`config.mk`:
```
export PLATFORM = sky130hd
export DESIGN_NAME = instr_fetch_buffer
export DESIGN_NICKNAME = d
export VERILOG_FILES = /design/src/rtl/instr_fetch_buffer.sv
export SDC_FILE = /design/constraint.sdc
export NUM_CORES = 1
export LEC_CHECK = 0
export BUFFER_PORTS_ARGS = -buffer_cell sky130_fd_sc_hd__buf_2
export CORE_UTILIZATION = 60
export CTS_CLUSTER_DIAMETER = 100
export DETAILED_ROUTE_END_ITERATION = 6
export PLACE_DENSITY_LB_ADDON = 0.12
export SKIP_CTS_REPAIR_TIMING = 1
export SYNTH_ARGS = -nofsm -noshare
export SYNTH_HDL_FRONTEND = slang
export SYNTH_SLANG_ARGS = --single-unit
export TNS_END_PERCENT = 100
```
`constraint.sdc`:
```
create_clock -name clock -period 6.7 [get_ports clock]
set_clock_uncertainty 0.1 [all_clocks]
set_input_delay 1.005 -clock clock [delete_from_list [all_inputs] [get_ports clock]]
set_output_delay 1.005 -clock clock [all_outputs]
set_load 0.1 [all_outputs]
```
`src/rtl/instr_fetch_buffer.sv`:
```
// Instruction fetch unit: issues in-order word fetches, buffers returned
// instructions with their PCs for decode, and restarts on PC redirect while
// discarding responses to requests that were in flight at the redirect.
module instr_fetch_buffer #(
  parameter int unsigned DEPTH    = 4,
  parameter int unsigned MAX_OUT  = 4,
  parameter logic [31:0] RESET_PC = 32'h0000_0000
) (
  input  logic        clock,
  input  logic        reset,
  input  logic        redirect_valid,
  input  logic [31:0] redirect_addr,
  output logic        req_valid,
  input  logic        req_ready,
  output logic [31:0] req_addr,
  input  logic        resp_valid,
  input  logic [31:0] resp_data,
  output logic        out_valid,
  input  logic        out_ready,
  output logic [31:0] out_instr,
  output logic [31:0] out_pc
);

  localparam int unsigned CW = $clog2(DEPTH + 1);
  localparam int unsigned OW = $clog2(MAX_OUT + 1);
  localparam int unsigned SW = ((CW > OW) ? CW : OW) + 1;

  typedef struct packed {
    logic [31:0] instr;
    logic [31:0] pc;
  } fetch_entry_t;

  logic [31:0]  fetch_pc_q, fetch_pc_d;
  logic [31:0]  resp_pc_q, resp_pc_d;
  logic [CW-1:0] count_q, count_d;
  logic [OW-1:0] outstanding_q, outstanding_d;
  logic [OW-1:0] drop_cnt_q, drop_cnt_d;
  fetch_entry_t fifo_q [DEPTH];
  fetch_entry_t fifo_d [DEPTH];

  logic [SW-1:0] live;
  logic [CW-1:0] wr_idx;
  logic          fire;
  logic          pop;
  logic          push;
  logic [31:0]   target;

  // Head of the shift FIFO drives decode; it keeps its last contents when empty.
  assign out_valid = (count_q != '0);
  assign out_instr = fifo_q[0].instr;
  assign out_pc    = fifo_q[0].pc;
  assign req_addr  = fetch_pc_q;

  // Credit-based issue, response accounting, FIFO update and redirect handling.
  always_comb begin
    live          = SW'(count_q) + SW'(outstanding_q) - SW'(drop_cnt_q);
    target        = redirect_addr & ~32'h3;
    req_valid     = reset & ~redirect_valid & (live < SW'(DEPTH))
                    & (outstanding_q < OW'(MAX_OUT));
    fire          = req_valid & req_ready;
    pop           = out_valid & out_ready;
    push          = resp_valid & (drop_cnt_q == '0) & ~redirect_valid;
    wr_idx        = count_q - CW'(pop);

    fetch_pc_d    = fetch_pc_q;
    resp_pc_d     = resp_pc_q;
    count_d       = count_q;
    outstanding_d = outstanding_q + OW'(fire) - OW'(resp_valid);
    drop_cnt_d    = drop_cnt_q;
    fifo_d        = fifo_q;

    if (fire) begin
      fetch_pc_d = fetch_pc_q + 32'd4;
    end

    if (redirect_valid) begin
      // Everything still in flight after this cycle belongs to the old path.
      fetch_pc_d = target;
      resp_pc_d  = target;
      count_d    = '0;
      drop_cnt_d = outstanding_d;
    end else begin
      if (resp_valid && (drop_cnt_q != '0)) begin
        drop_cnt_d = drop_cnt_q - OW'(1);
      end
      if (push) begin
        resp_pc_d = resp_pc_q + 32'd4;
      end
      for (int unsigned i = 0; i < DEPTH; i++) begin
        if (pop && ((i + 32'd1) < 32'(count_q))) begin
          fifo_d[i] = fifo_q[i + 1];
        end
        if (push && (32'(wr_idx) == i)) begin
          fifo_d[i] = '{instr: resp_data, pc: resp_pc_q};
        end
      end
      count_d = count_q + CW'(push) - CW'(pop);
    end
  end

  // State registers with synchronous active-low reset.
  always_ff @(posedge clock) begin
    if (!reset) begin
      fetch_pc_q    <= RESET_PC;
      resp_pc_q     <= RESET_PC;
      count_q       <= '0;
      outstanding_q <= '0;
      drop_cnt_q    <= '0;
      for (int unsigned i = 0; i < DEPTH; i++) begin
        fifo_q[i] <= '0;
      end
    end else begin
      fetch_pc_q    <= fetch_pc_d;
      resp_pc_q     <= resp_pc_d;
      count_q       <= count_d;
      outstanding_q <= outstanding_d;
      drop_cnt_q    <= drop_cnt_d;
      fifo_q        <= fifo_d;
    end
  end

endmodule

```
; ---- Yosys cells after proc, flatten, opt, wreduce, memory -nomap -nowiden
; Index checks and enable logic that the tools add are counted.
[totals]
latchBits = 0
mem_count = 0
romBits = 0
wordCells = 81
in_bits = 70
ram_bits = 0
reg_bits = 329
out_inout_bits = 98
[op_classes]
n_div = 0
bitwise_logic = 9
n_eq_ne = 3
n_lt_le_gt_ge = 6
mul = 0
add_sub_neg = 10
mux = 13
n_reduce_logical = 25
shifts = 0
[op_table]
columns = operator, count
row1 = 64-bit 2-to-1 mux, 7
row2 = 32-bit 2-to-1 mux, 4
row3 = 32-bit by 3-bit adder with 32-bit output (second input constant), 2
row4 = 2-bit nonzero test, 7
row5 = 1-bit logical AND, 9
row6 = 3-bit by 1-bit subtractor with 3-bit output, 3
row7 = 2-bit AND reduction, 4
row8 = 1-bit bitwise AND, 7
row9 = 3-bit by 1-bit adder with 3-bit output, 2
row10 = 3-bit by 2-bit equality test with 1-bit output (second input constant), 2
row11 = 3-bit logical NOT, 2
row12 = 2-bit by 3-bit less-than comparator with 1-bit output (first input constant), 2
row13 = 3-bit 2-to-1 mux, 2
row14 = 3-bit nonzero test, 2
row15 = 3-bit by 3-bit adder with 4-bit output, 1
row16 = 4-bit by 3-bit less-than comparator with 1-bit output (second input constant), 1
row17 = 4-bit by 3-bit subtractor with 4-bit output, 1
row18 = 3-bit by 1-bit equality test with 1-bit output (second input constant), 1
row19 = 1-bit by 3-bit less-than comparator with 1-bit output (first input constant), 1
row20 = 3-bit less-than comparator (first input constant), 1
row21 = 3-bit less-than comparator (second input constant), 1
row22 = 3-bit by 1-bit subtractor with 3-bit output (second input constant), 1
row23 = 1-bit NOT, 2
row24 = 2-bit OR reduction, 1

; ---- Longest topological paths before layout
; Gate-level depths: netlist (run 1).
[logic_depth]
depth_word = 9
ltp_mapped = 19
depth_no_buf = 16

; ---- Least setup slack after synthesis (run 1)
; No wires, ideal clock.
[synth_path]
path_type = flip-flop to output port
start = reg count_q[1]
end = out req_valid
arrival_time_ps = 4351
slack_ps = 1244
t_required_ps = 5595
n_path_buf = 2
stages_incl_launch_ff = 11
path_cell_list = dfxtp_1 > inv_1 > fa_1 > inv_1 > ha_1 > and3b_1 > buf_6 > nor4_1 > nor2_1 > clkbuf_1 > nor3_1
[synth_via]
elab_chain_len = 5
[synth_rtl]
columns = item, line_no
row1 = start: declaration, 35  ; logic [CW-1:0] count_q, count_d;
row2 = start signal: assignment, 115  ; count_q <= count_d;
row3 = 3-bit by 3-bit adder with 4-bit output, 56  ; live = SW'(count_q) + SW'(outstanding_q) - SW'(drop_cnt_q);
row4 = 4-bit by 3-bit subtractor with 4-bit output, 56
row5 = 4-bit by 3-bit less-than comparator with 1-bit output, 58  ; req_valid = reset & ~redirect_valid & (live < SW'(DEPTH))
row6 = 1-bit bitwise AND, 58
row7 = 1-bit bitwise AND, 59  ; & (outstanding_q < OW'(MAX_OUT));
row8 = end: declaration, 13  ; output logic req_valid,
; No other way between the ends.

; ---- Worst setup path in the final report (run 1)
; Ends and elaborated chain as after synthesis.

==> results of run 1 <==
==> how the worst max path moves through the flow <==
stage | cells after the start | slack (ps) | startpoint | end
6_report | 9 | 1780 | count_q[1]$_SDFF_PP0_ | req_valid
5_1_grt | 9 | 1590 | count_q[1]$_SDFF_PP0_ | req_valid
3_3_place_gp | 16 | 2010 | count_q[1]$_SDFF_PP0_ | drop_cnt_q[2]$_SDFFE_PN0P_
4_1_cts | 9 | 1810 | count_q[1]$_SDFF_PP0_ | req_valid
2_1_floorplan | 10 | 1240 | count_q[1]$_SDFF_PP0_ | req_valid
3_5_place_dp | 16 | 1990 | count_q[1]$_SDFF_PP0_ | drop_cnt_q[2]$_SDFFE_PN0P_
==> where the power goes <==
part	internal (mW)	switching [mW]	total, mW
Combinational	0.295	1.05	1.35
Clock	1.15	0.748	1.90
Sequential	2.03	0.121	2.15
Total	3.47	1.92	5.40
==> worst register-to-register path: stages, from the launching register on <==
cell and delay (ps):
dfxtp_1 390, inv_1 150, fa_1 570, inv_1 50, ha_1 270, and3b_1 250
or4_4 500, a21oi_2 510, inv_2 380, ha_1 390, inv_1 40, ha_1 180
fa_1 380, xor2_1 160, xnor2_1 140, mux2i_1 140, nor2_1 50
==> routing by layer <==
layer,routed length (um),vias to the layer above
met5,10,-
met4,595,2
met3,1930,48
met2,16300,327
met1,17000,5821
li1,-,5953
==> state kept, by name, indices dropped and copies added (netlist names) <==
register	cells
count_q	3
drop_cnt_q	3
fifo_q	186
out_instr	32
out_pc	30
outstanding_q	3
req_addr	30
resp_pc_q	30
==> final cells by class <==
class                   count  area share [%]
clock inverters             7           0.386
multi-input cells        1137            44.8
repair buffers            179            5.80
clock buffers              53            6.70
inverters                  29           0.702
flip-flops and latches    317            39.1
diodes                      1          0.0154
well taps                 319            2.46
==> logic make-up (layout without fill, tap and decap cells) <==
| family | count (synthesis) | count (layout) |
|---|---|---|
| simple gates | 458 | 458 |
| compound gates | 432 | 432 |
| xor+xnor | 38 | 38 |
| mux | 185 | 185 |
| other cells | 1 | 5 |
| buf+inv | 232 | 268 |
| flops | 317 | 317 |
| fa+ha+maj | 20 | 20 |
==> synth_stat cells (all sizes together), types with 4 or more instances <==
library cell  instances
o311ai               26
nand2               176
xor2                 19
dfxtp               317
or4                   6
ha                   16
nor4                  7
o21ai                92
and2                  7
xnor2                19
a211oi              130
clkbuf              106
nand3                29
nor2b                 4
a22oi                 5
and4                  4
and3                  8
buf                  97
nor3                 14
mux2i               184
fa                    4
inv                  29
or3                   8
a21oi               149
nand4                23
nor2                157
nand4b                4
==> metrics by stage <==
step | worst slack [ps] | std cells | instance area [um2] | utilization [%]
final | 1780 | 2042 | 16200 | 68.3
after global placement | 2010 | 1981 | 15100 | 63.4
after floorplan | 1240 | 1686 | 14700 | -
after CTS | 1810 | 2041 | 16200 | 68.2
after global routing | 1590 | 2041 | 16200 | 68.2
after detailed placement | 1990 | 1981 | 15100 | 63.4
==> results by group, run 1 <==
Run status
  • Outcome: complete, no violations

Timing
  • Hold Slack: ~350 ps
  • Slew Limit Fails: 0
  • Actual slew at the worst max-slew pin: between 1000 and 1500 ps
  • Fmax: slightly above 0.2 GHz
  • Final hold vios: 0
  • RSZ-0062 raised after global routing: no
  • Crit path time final: between 4000 and 5000 ps
  • Crit share post-route: between 70% and 80%
  • Final setup viols: 0
  • Slew margin rel.: between 20% and 30%
  • Setup TNS: 0 ps

Placed design
  • Buffers on Ports: between 150 and 200
  • HPWL after DPL: about 22,000 um
  • Gpl congestion: between 0.8 and 0.9

Pwr
  • Power Total: between 5 and 6 mW
  • Pwr/cell area: between 300 and 400 mW/mm2
  • Peak VDD IR: between 0.0003 and 0.0004 V
  • Lkg Pwr: approximately 7.4 nW

Cells and area
  • Register area: 0.00635 mm2
  • Area Overhead vs Synth: 10.2%
  • FILL cells: just under 2,000
  • Area occupied by multi-input gates: between 0.007 and 0.008 mm2
  • Commonest non-fill, non-tap cells in the layout: 317 x dfxtp_1, 184 x mux2i_1, 175 x nand2_1
  • Commonest non-fill, non-tap cell in the layout: dfxtp_1
  • Layout cells sized above 1: about 14%
  • Final nets: about 1,800

Synth
  • Post-Synthesis Cells: approximately 1,700
  • Simple-Gate Fraction of Synth Area: 13.8%
  • Largest family of logic cells by synthesized area: compound AO/OA/AOI/OAI gates
  • #FFs+latches synth: between 300 and 400
  • Yosys top cell area share: 43.2%
  • EDFF count, synth: 0
  • Post-synth top area cell: dfxtp_1
  • Ranking of synthesized cells by area: dfxtp_1 43%, mux2i_1 13%, a211oi_1 6.6%
  • Post-synthesis average cell area: between 8 and 9 um2
  • Netlist Area Pre-Place: between 0.01 and 0.015 mm2
  • Post-synthesis mux area share: roughly 13%
  • Ys flop type: dfxtp_1
  • XOR/XNOR Fraction of Synth Area: approximately 2.3%
  • Adder-cell share of the synthesized area: approximately 1.9%
  • Synth Area in Compound Gates: roughly 18%
  • Asr flop ratio synth: 0%
  • Yosys warns: 0
  • Sequential area share after synthesis: between 40% and 50%
  • Post-synthesis cell type count: 57

Route
  • Routed WL: between 30,000 and 40,000 um
  • Initial DRC Count: 931
  • DR vias: 12,200
  • Residual DRC: 0
  • DRT Pass-1 Iters: 5
  • Antenna violation net count after detailed routing: 0
  • Vias per Instance: between 5 and 6
  • Drt wl/cell: between 15 and 20 um

Critical path
  • Startpoint class of the critical path: register
  • Cells on worst reg2reg path: 16
  • Critical Path AT: about 3800 ps
  • Reg2reg start: count_q[1]$_SDFF_PP0_
  • R2r setup slk: about 1900 ps
  • Critical path class: register to output pin
  • WP buf/inv: 3
  • Worst-path cell chain: inv_1 > fa_1 > inv_1 > ha_1 > and3b_1 > o21a_1 > nor2_1 > nor3_1 > buf_2
  • CP Max Fanout: 17
  • Worst setup EP type: output pin
  • CP required: ~5600 ps
  • Worst path max stage delay: just under 900 ps
  • Kind of cell adding the most delay to the critical path: simple AND/OR/NAND/NOR gates
  • Critical path's most frequent cell: inv_1
  • Slowest-stage cell, CP: nor2_1
  • R2r endpoint: drop_cnt_q[2]$_SDFFE_PN0P_

Clocking
  • CTS root buf: clkbuf_16
  • CTS Sinks: 317
  • Clk Latency, worst-skew pair: 510 ps
  • CTS tree: built
  • Total CTS buffers: 35
  • Max Root-Sink Buffers: 3
  • Clk pin slew, worst setup/hold paths: about 60 ps
  • H-tree depth: 2

Global route
  • Met1 GRT Util: 40.2%
  • Vias in the first global route: between 10,000 and 15,000
  • First-pass GRT wire length: roughly 57,000 um
  • GR Util met3: roughly 4.2%
  • GR peak layer: met2
  • Total track usage: ~28%
  • Met2 GRT Util: ~46%
  • Initial antenna violation count: 1
  • Largest net degree at the start of global routing: around 130
  • Global route overflow: 0

Min path
  • Hold path start: fifo_q[2]$_SDFFE_PN0P_
  • Worst Hold Path EP: fifo_q[2]$_SDFFE_PN0P_
  • Worst Hold Depth: 2
  • Hold crit path type: register to register

Job
  • Max-Cap Viols: 0

Die
  • Standard-cell rows: between 50 and 60
  • Die width: approximately 160 um
  • Number of I/O pins: approximately 170
  • Die height: 159 um
  • Die ar.: about 0.025 mm2
  • Starting density of the core: between 60% and 70%
  • Core Area: between 0.02 and 0.025 mm2
(Power assumes the default switching activity.)
==> run 2: changes to the inputs <==
ABC_AREA = 1   (was default)
CORE_UTILIZATION = 54   (was 60)
clock period = 4 ns   (was 6.7 ns; I/O delays follow)
==> run 2 against run 1 <==
Net effect: sequential cell count stayed put; the flow now finishes with violations (design-rule violations); synthesized cell count grew 45%; area after synthesis grew 9.9%; first-iteration DRC count grew 67%; wire length rose by 28%; final cell count rose by 40%; sequential power rose by 64%; critical path depth is 6 higher; clock power grew 72%.
==> results by group, run 2 <==
Run status
  • Outcome: complete, but fails checks
  • Failing checks: design-rule violations

Synth
  • Post-synth top area cell: dfxtp_1
  • Ranking of synthesized cells by area: dfxtp_1 39%, nand2_1 13%, nor2_1 7.6%
  • Post-Synthesis Cells: 2,446 (+45%)
  • Sequential area share after synthesis: 39.3% (-3.9 points)
  • Commonest cells in the netlist: 548 x nand2_1, 329 x nor2_1, 317 x dfxtp_1
  • Synth Area in Compound Gates: 17.0% (-1.4 points)
  • Post-synthesis cell type count: 37 (-35%)
  • Ys flop type: dfxtp_1
  • #FFs+latches synth: 317 (unchanged)
  • Yosys top cell area share: 39.3% (-3.9 points)
  • EDFF count, synth: 0 (unchanged)
  • Largest family of logic cells by synthesized area: simple AND/OR/NAND/NOR gates
  • Yosys warns: 0 (unchanged)
  • Adder-cell share of the synthesized area: 1.73% (-0.17 points)
  • Netlist Area Pre-Place: 0.0162 mm2 (+9.9%)
  • Post-synthesis average cell area: 6.61 um2 (-24%)
  • Asr flop ratio synth: 0% (unchanged)
  • Post-synthesis mux area share: 0% (-13 points)
  • XOR/XNOR Fraction of Synth Area: 1.35% (-0.92 points)
  • Simple-Gate Fraction of Synth Area: 30.0% (+16 points)
  • Count leader, synth: nand2_1

Cells and area
  • Layout cells sized above 1: 10.7% (-3.6 points)
  • Commonest non-fill, non-tap cell in the layout: nand2_1
  • Area occupied by multi-input gates: 0.00815 mm2 (+12%)
  • Commonest non-fill, non-tap cells in the layout: 548 x nand2_1, 329 x nor2_1, 317 x dfxtp_1
  • Max FFs per register: 186 (unchanged)
  • Antenna diode count: 0 (-1)
  • Area Overhead vs Synth: 9.89%
  • Register area: 0.00635 mm2 (unchanged)
  • Register bank with the most flops: fifo_q
  • Final nets: 2,537 (+42%)
  • FILL cells: 2,832 (+45%)
  • Final Util: 61.1% (-7.2 points)

Critical path
  • Reg2reg start: count_q[2]$_SDFF_PP0_
  • Worst-path cell chain: fa_1 > ha_1 > o21ai_0 > nand2_1 > nor2_1 > nand4_1 > ha_1 > inv_1 > ha_1 > fa_1 > xor2_1 > or2_2 > a21oi_1 > nand2_1 > nand2_1
  • Worst path max stage delay: 510 ps (-370 ps)
  • Slowest-stage cell, CP: dfxtp_1
  • CP Max Fanout: 6 (-11)
  • Critical path class: register to register
  • Startpoint class of the critical path: register
  • Worst setup startpoint: count_q[2]$_SDFF_PP0_
  • CP required: 4360 ps (-1230 ps)
  • Worst setup EP type: register
  • Critical Path AT: 3940 ps (+120 ps)

Global route
  • Initial antenna violation count: 0 (-1)
  • Vias in the first global route: 14,300 (+28%)
  • Largest net degree at the start of global routing: 201 (+52%)
  • Global route overflow: 0 (unchanged)
  • Total track usage: 29.3% (+0.78 points)
  • First-pass GRT wire length: 73,700 um (+29%)

Placed design
  • HPWL after DPL: 28,000 um (+29%)
  • Gpl congestion: 0.915 (+3.2%)
  • Buffers on Ports: 161 (unchanged)

Timing
  • Hold Slack: 235 ps (-117 ps)
  • Actual slew at the worst max-slew pin: 1060 ps (-96.0 ps)
  • RSZ-0062 raised after global routing: no
  • Final hold vios: 0 (unchanged)
  • Fmax: 0.279 GHz
  • Crit share post-route: roughly 89%
  • Setup TNS: 0 ps (unchanged)
  • Slew margin rel.: 29.6% (+6.7 points)
  • Final setup viols: 0 (unchanged)
  • Slew Limit Fails: 0 (unchanged)
  • Crit path time final: roughly 3600 ps

Clocking
  • Clk pin slew, worst setup/hold paths: 60 ps (about the same)
  • Max Root-Sink Buffers: 3 (unchanged)
  • Total CTS buffers: 36 (+2.9%)
  • CTS tree: built
  • CTS Sinks: 317 (unchanged)
  • CTS root buf: clkbuf_16
  • Clk Latency, worst-skew pair: 520 ps (about the same)
  • H-tree depth: 2 (unchanged)

Die
  • Starting density of the core: 55.6% (-6.4 points)
  • Core Area: 0.0291 mm2 (+22%)
  • Number of I/O pins: 168 (unchanged)
  • Die width: 175 um (+10%)
  • Standard-cell rows: 62 (+11%)
  • Die height: 175 um (+10%)
  • Die ar.: 0.0306 mm2 (+22%)

Pwr
  • Pwr/cell area: 512 mW/mm2 (+54%)
  • Peak VDD IR: 0.000334 V (+9.1%)
  • Lkg Pwr: 7.44 nW (+0.99%)

Min path
  • Hold crit path type: input port to register
  • Hold path start: resp_data[8]

Route
  • Residual DRC: 3 (+3)
  • DR vias: 15,900 (+31%)
  • DRT Pass-1 Iters: 7 (+2)
  • Drt wl/cell: 16.0 um (-8.6%)
  • Initial DRC Count: 1,558 (+67%)
  • Routed WL: 45,800 um (+28%)
  • Antenna violation net count after detailed routing: 0 (unchanged)
  • Vias per Instance: 5.58 (-6.3%)

Job
  • Max-Cap Viols: 0 (unchanged)
-- run 2: critical path, delay by kind of cell, from the launching register on --
family,cells,cell delay (ps)
flops,1,510
compound gates,2,320
xor+xnor,1,160
buf+inv,1,40
simple gates,6,740
fa+ha+maj,5,1650
-- run 2: layout make-up --
| cell class | instances | area share (%) |
|---|---|---|
| sequential | 317 | 35.7 |
| inverter | 149 | 3.18 |
| tap | 384 | 2.70 |
| timing repair buffer | 186 | 5.96 |
| clock inverter | 12 | 0.676 |
| multi-input combinational | 1757 | 45.9 |
| clock buffer | 53 | 5.89 |
-- run 2: stage by stage --
step	instance area, um2	power (mW)	cells	setup WS, ps
4_1_cts	17800	9.14	2858	409
5_1_grt	17800	9.47	2858	126
2_1_floorplan	16200	5.57	2449	493
3_5_place_dp	16600	5.90	2793	417
3_3_place_gp	16600	5.86	2793	460
6_report	17800	9.10	2858	421
-- run 2: per-layer routing --
metal | wire (um) | GRT usage [%] | vias to the layer above
li1 | - | - | 7926
met1 | 20400 | 39.7 | 7403
met2 | 21400 | 49.4 | 553
met3 | 3230 | 3.59 | 60
met4 | 731 | 7.07 | 0
met5 | 0 | 0 | -
-- run 2: power breakdown --
group          total (mW)  switching [mW]  internal [mW]
Sequential           3.53           0.168           3.37
Combinational        2.31            1.81          0.493
Clock                3.26            1.32           1.95
Total                9.10            3.30           5.81
-- run 2: logic make-up after synthesis --
group | after synthesis
flops | 317
other cells | 1
simple gates | 1171
compound gates | 538
xor+xnor | 24
buf+inv | 375
fa+ha+maj | 20
-- run 2: worst paths after layout --
| path | to | slack [ps] | cells past startpoint |
|---|---|---|---|
| max | drop_cnt_q[2]$_SDFFE_PN0P_ | 420 | 15 |
| min | fifo_q[104]$_SDFFE_PN0P_ | 240 | 3 |
| max reg2reg | drop_cnt_q[2]$_SDFFE_PN0P_ | 420 | 15 |
| min reg2reg | fifo_q[166]$_SDFFE_PN0P_ | 360 | 2 |
==> run 3: changes to the inputs <==
BUFFER_PORTS_ARGS = default   (was -buffer_cell sky130_fd_sc_hd__buf_2)
CELL_PAD_IN_SITES_DETAIL_PLACEMENT = 1   (was default)
CELL_PAD_IN_SITES_GLOBAL_PLACEMENT = 2   (was default)
CORE_MARGIN = 2   (was default)
CORE_UTILIZATION = 32   (was 54)
DONT_BUFFER_PORTS = 1   (was default)
==> run 3 against run 2 <==
Net effect: the flow now finishes without violations; core utilization down 26 points; sequential share of layout area rose by 0.15 points; worst setup slack improved by 62 ps; critical endpoint unchanged; wire length grew 25%; via count down 3.5%; largest power group unchanged.
==> results by group, run 3 (synthesis gave the netlist of run 2 again) <==
Run status
  • Outcome: complete, no violations

Critical path
  • Startpoint class of the critical path: register
  • Worst setup EP type: register
  • Worst setup startpoint: count_q[1]$_SDFF_PP0_
  • Critical Path AT: 3930 ps (about the same)
  • Critical path class: register to register
  • Worst-path cell chain: inv_2 > fa_1 > inv_1 > ha_1 > o21ai_0 > nand2_1 > nor2_1 > nand4_1 > ha_1 > inv_1 > ha_1 > fa_1 > xor2_1 > or2_2 > a21oi_1 > nand2_1 > nand2_1
  • Slowest-stage cell, CP: fa_1
  • Reg2reg start: count_q[1]$_SDFF_PP0_
  • CP Max Fanout: 5 (-1)
  • CP required: 4410 ps (+50 ps)
  • Worst path max stage delay: 410 ps (-100 ps)

Cells and area
  • Register area: 0.00635 mm2 (unchanged)
  • Register bank with the most flops: fifo_q
  • Area Overhead vs Synth: 9.44%
  • Max FFs per register: 186 (unchanged)
  • Area occupied by multi-input gates: 0.00815 mm2 (about the same)
  • Commonest non-fill, non-tap cells in the layout: 547 x nand2_1, 329 x nor2_1, 317 x dfxtp_1
  • Final nets: 2,410 (-5.0%)
  • Commonest non-fill, non-tap cell in the layout: nand2_1
  • Layout cells sized above 1: 5.96% (-4.7 points)
  • FILL cells: 6,348 (+120%)
  • Layout Cells excl Fill: 3,020 (+5.7%)
  • Antenna diode count: 0 (unchanged)

Clocking
  • Clk pin slew, worst setup/hold paths: 60 ps (about the same)
  • Max Root-Sink Buffers: 3 (unchanged)
  • Total CTS buffers: 41 (+14%)
  • CTS Sinks: 317 (unchanged)
  • CTS tree: built
  • H-tree depth: 2 (unchanged)
  • CTS root buf: clkbuf_16
  • Clk Latency, worst-skew pair: 570 ps (+50 ps)

Pwr
  • Lkg Pwr: 6.91 nW (-7.1%)
  • Clock share of power: 38.4% (+2.6 points)
  • Internal power: 5.88 mW (+1.3%)
  • Peak VDD IR: 0.000240 V (-28%)
  • Sw power: 3.43 mW (+4.2%)
  • Combinational Power Share: 15.7% (-9.6 points)
  • Sw frac: 36.9% (+0.64 points)
  • Sequential power share: 45.9% (+7.1 points)
  • Power Total: 9.32 mW (+2.3%)
  • Pwr/cell area: 527 mW/mm2 (+2.8%)

Timing
  • Hold Slack: 64.7 ps (-170 ps)
  • Actual slew at the worst max-slew pin: 1110 ps (+56.6 ps)
  • Crit path time final: 3520 ps (-61.5 ps)
  • RSZ-0062 raised after global routing: no
  • Final setup margin: 483 ps (+61.5 ps)
  • Slew margin rel.: 25.7% (-3.9 points)
  • Crit share post-route: 87.9% (-1.5 points)
  • Fmax: 0.284 GHz (+1.7%)
  • Setup TNS: 0 ps (unchanged)
  • Final setup viols: 0 (unchanged)
  • Final hold vios: 0 (unchanged)
  • Slew Limit Fails: 0 (unchanged)

Route
  • DRT Pass-1 Iters: 4 (-3)
  • Antenna violation net count after detailed routing: 0 (unchanged)
  • Initial DRC Count: 640 (-59%)
  • DR vias: 15,400 (-3.5%)
  • Routed WL: 57,300 um (+25%)
  • Vias per Instance: 5.09 (-8.7%)
  • Residual DRC: 0 (-3)
  • Drt wl/cell: 19.0 um (+18%)

Placed design
  • Worst slack at placement: 449 ps (+31.6 ps)
  • Gpl congestion: 0.835 (-8.8%)
  • Dpl cells: 2,949 (+5.6%)
  • Buffers on Ports: 0 (-100%)
  • HPWL after DPL: 36,600 um (+30%)

Min path
  • Hold crit path type: input port to register
  • Hold path start: resp_data[1]

Die
  • Starting density of the core: 32.3% (-23 points)
  • Number of I/O pins: 168 (unchanged)
  • Standard-cell rows: 82 (+32%)
  • Core Area: 0.0500 mm2 (+72%)
  • Die ar.: 0.0523 mm2 (+71%)
  • Die width: 229 um (+31%)
  • Die height: 229 um (+31%)

Global route
  • Initial antenna violation count: 0 (unchanged)
  • Total track usage: 21.8% (-7.5 points)
  • First-pass GRT wire length: 91,000 um (+23%)
  • Global route overflow: 0 (unchanged)
  • Largest net degree at the start of global routing: 202 (+0.50%)
  • Vias in the first global route: 15,600 (+9.1%)

Job
  • Max-Cap Viols: 0 (unchanged)
## run 3: area by class of cell
type | count | area share, %
clock buffers | 61 | 6.85
clock inverters | 10 | 0.410
inverters | 149 | 3.19
multi-input cells | 1757 | 46.1
flip-flops and latches | 317 | 35.9
well taps | 672 | 4.75
repair buffers | 54 | 2.86
## run 3: metal layers
metal	track usage, %	up-vias	wire [um]
li1	-	7666	-
met2	38.8	197	28400
met1	27.0	7453	25700
met4	5.78	0	1090
met3	3.75	64	2110
met5	0	-	0
## run 3: critical path, delay by kind of cell (launching register included)
family,cells,cell delay (ps)
XOR/XNOR,1,160
flip-flops,1,400
AO/OA/AOI/OAI,2,340
adder cells (fa/ha/maj),5,1520
AND/OR/NAND/NOR,6,760
buffers and inverters,3,200
## run 3: metrics by stage
stage | util [%] | cell area (um2)
6_report | 35.4 | 17700
5_1_grt | 35.4 | 17700
4_1_cts | 35.4 | 17700
3_5_place_dp | 32.8 | 16400
3_3_place_gp | 32.8 | 16400
2_1_floorplan | - | 16200
## run 3: worst paths after layout
check	end	slack [ps]	depth (start not counted)
max	drop_cnt_q[2]$_SDFFE_PN0P_	480	17
min	fifo_q[97]$_SDFFE_PN0P_	60	2
max reg2reg	drop_cnt_q[2]$_SDFFE_PN0P_	480	17
min reg2reg	fifo_q[169]$_SDFFE_PN0P_	360	2
## run 3: power by group through the flow
stage          Sequential (mW)  Clock [mW]  Combinational (mW)
2_1_floorplan             3.73           0                1.84
3_3_place_gp              4.34           0                1.46
3_5_place_dp              4.34           0                1.49
4_1_cts                   4.28        3.71                1.50
5_1_grt                   4.30        3.84                1.65
6_report                  4.27        3.58                1.46
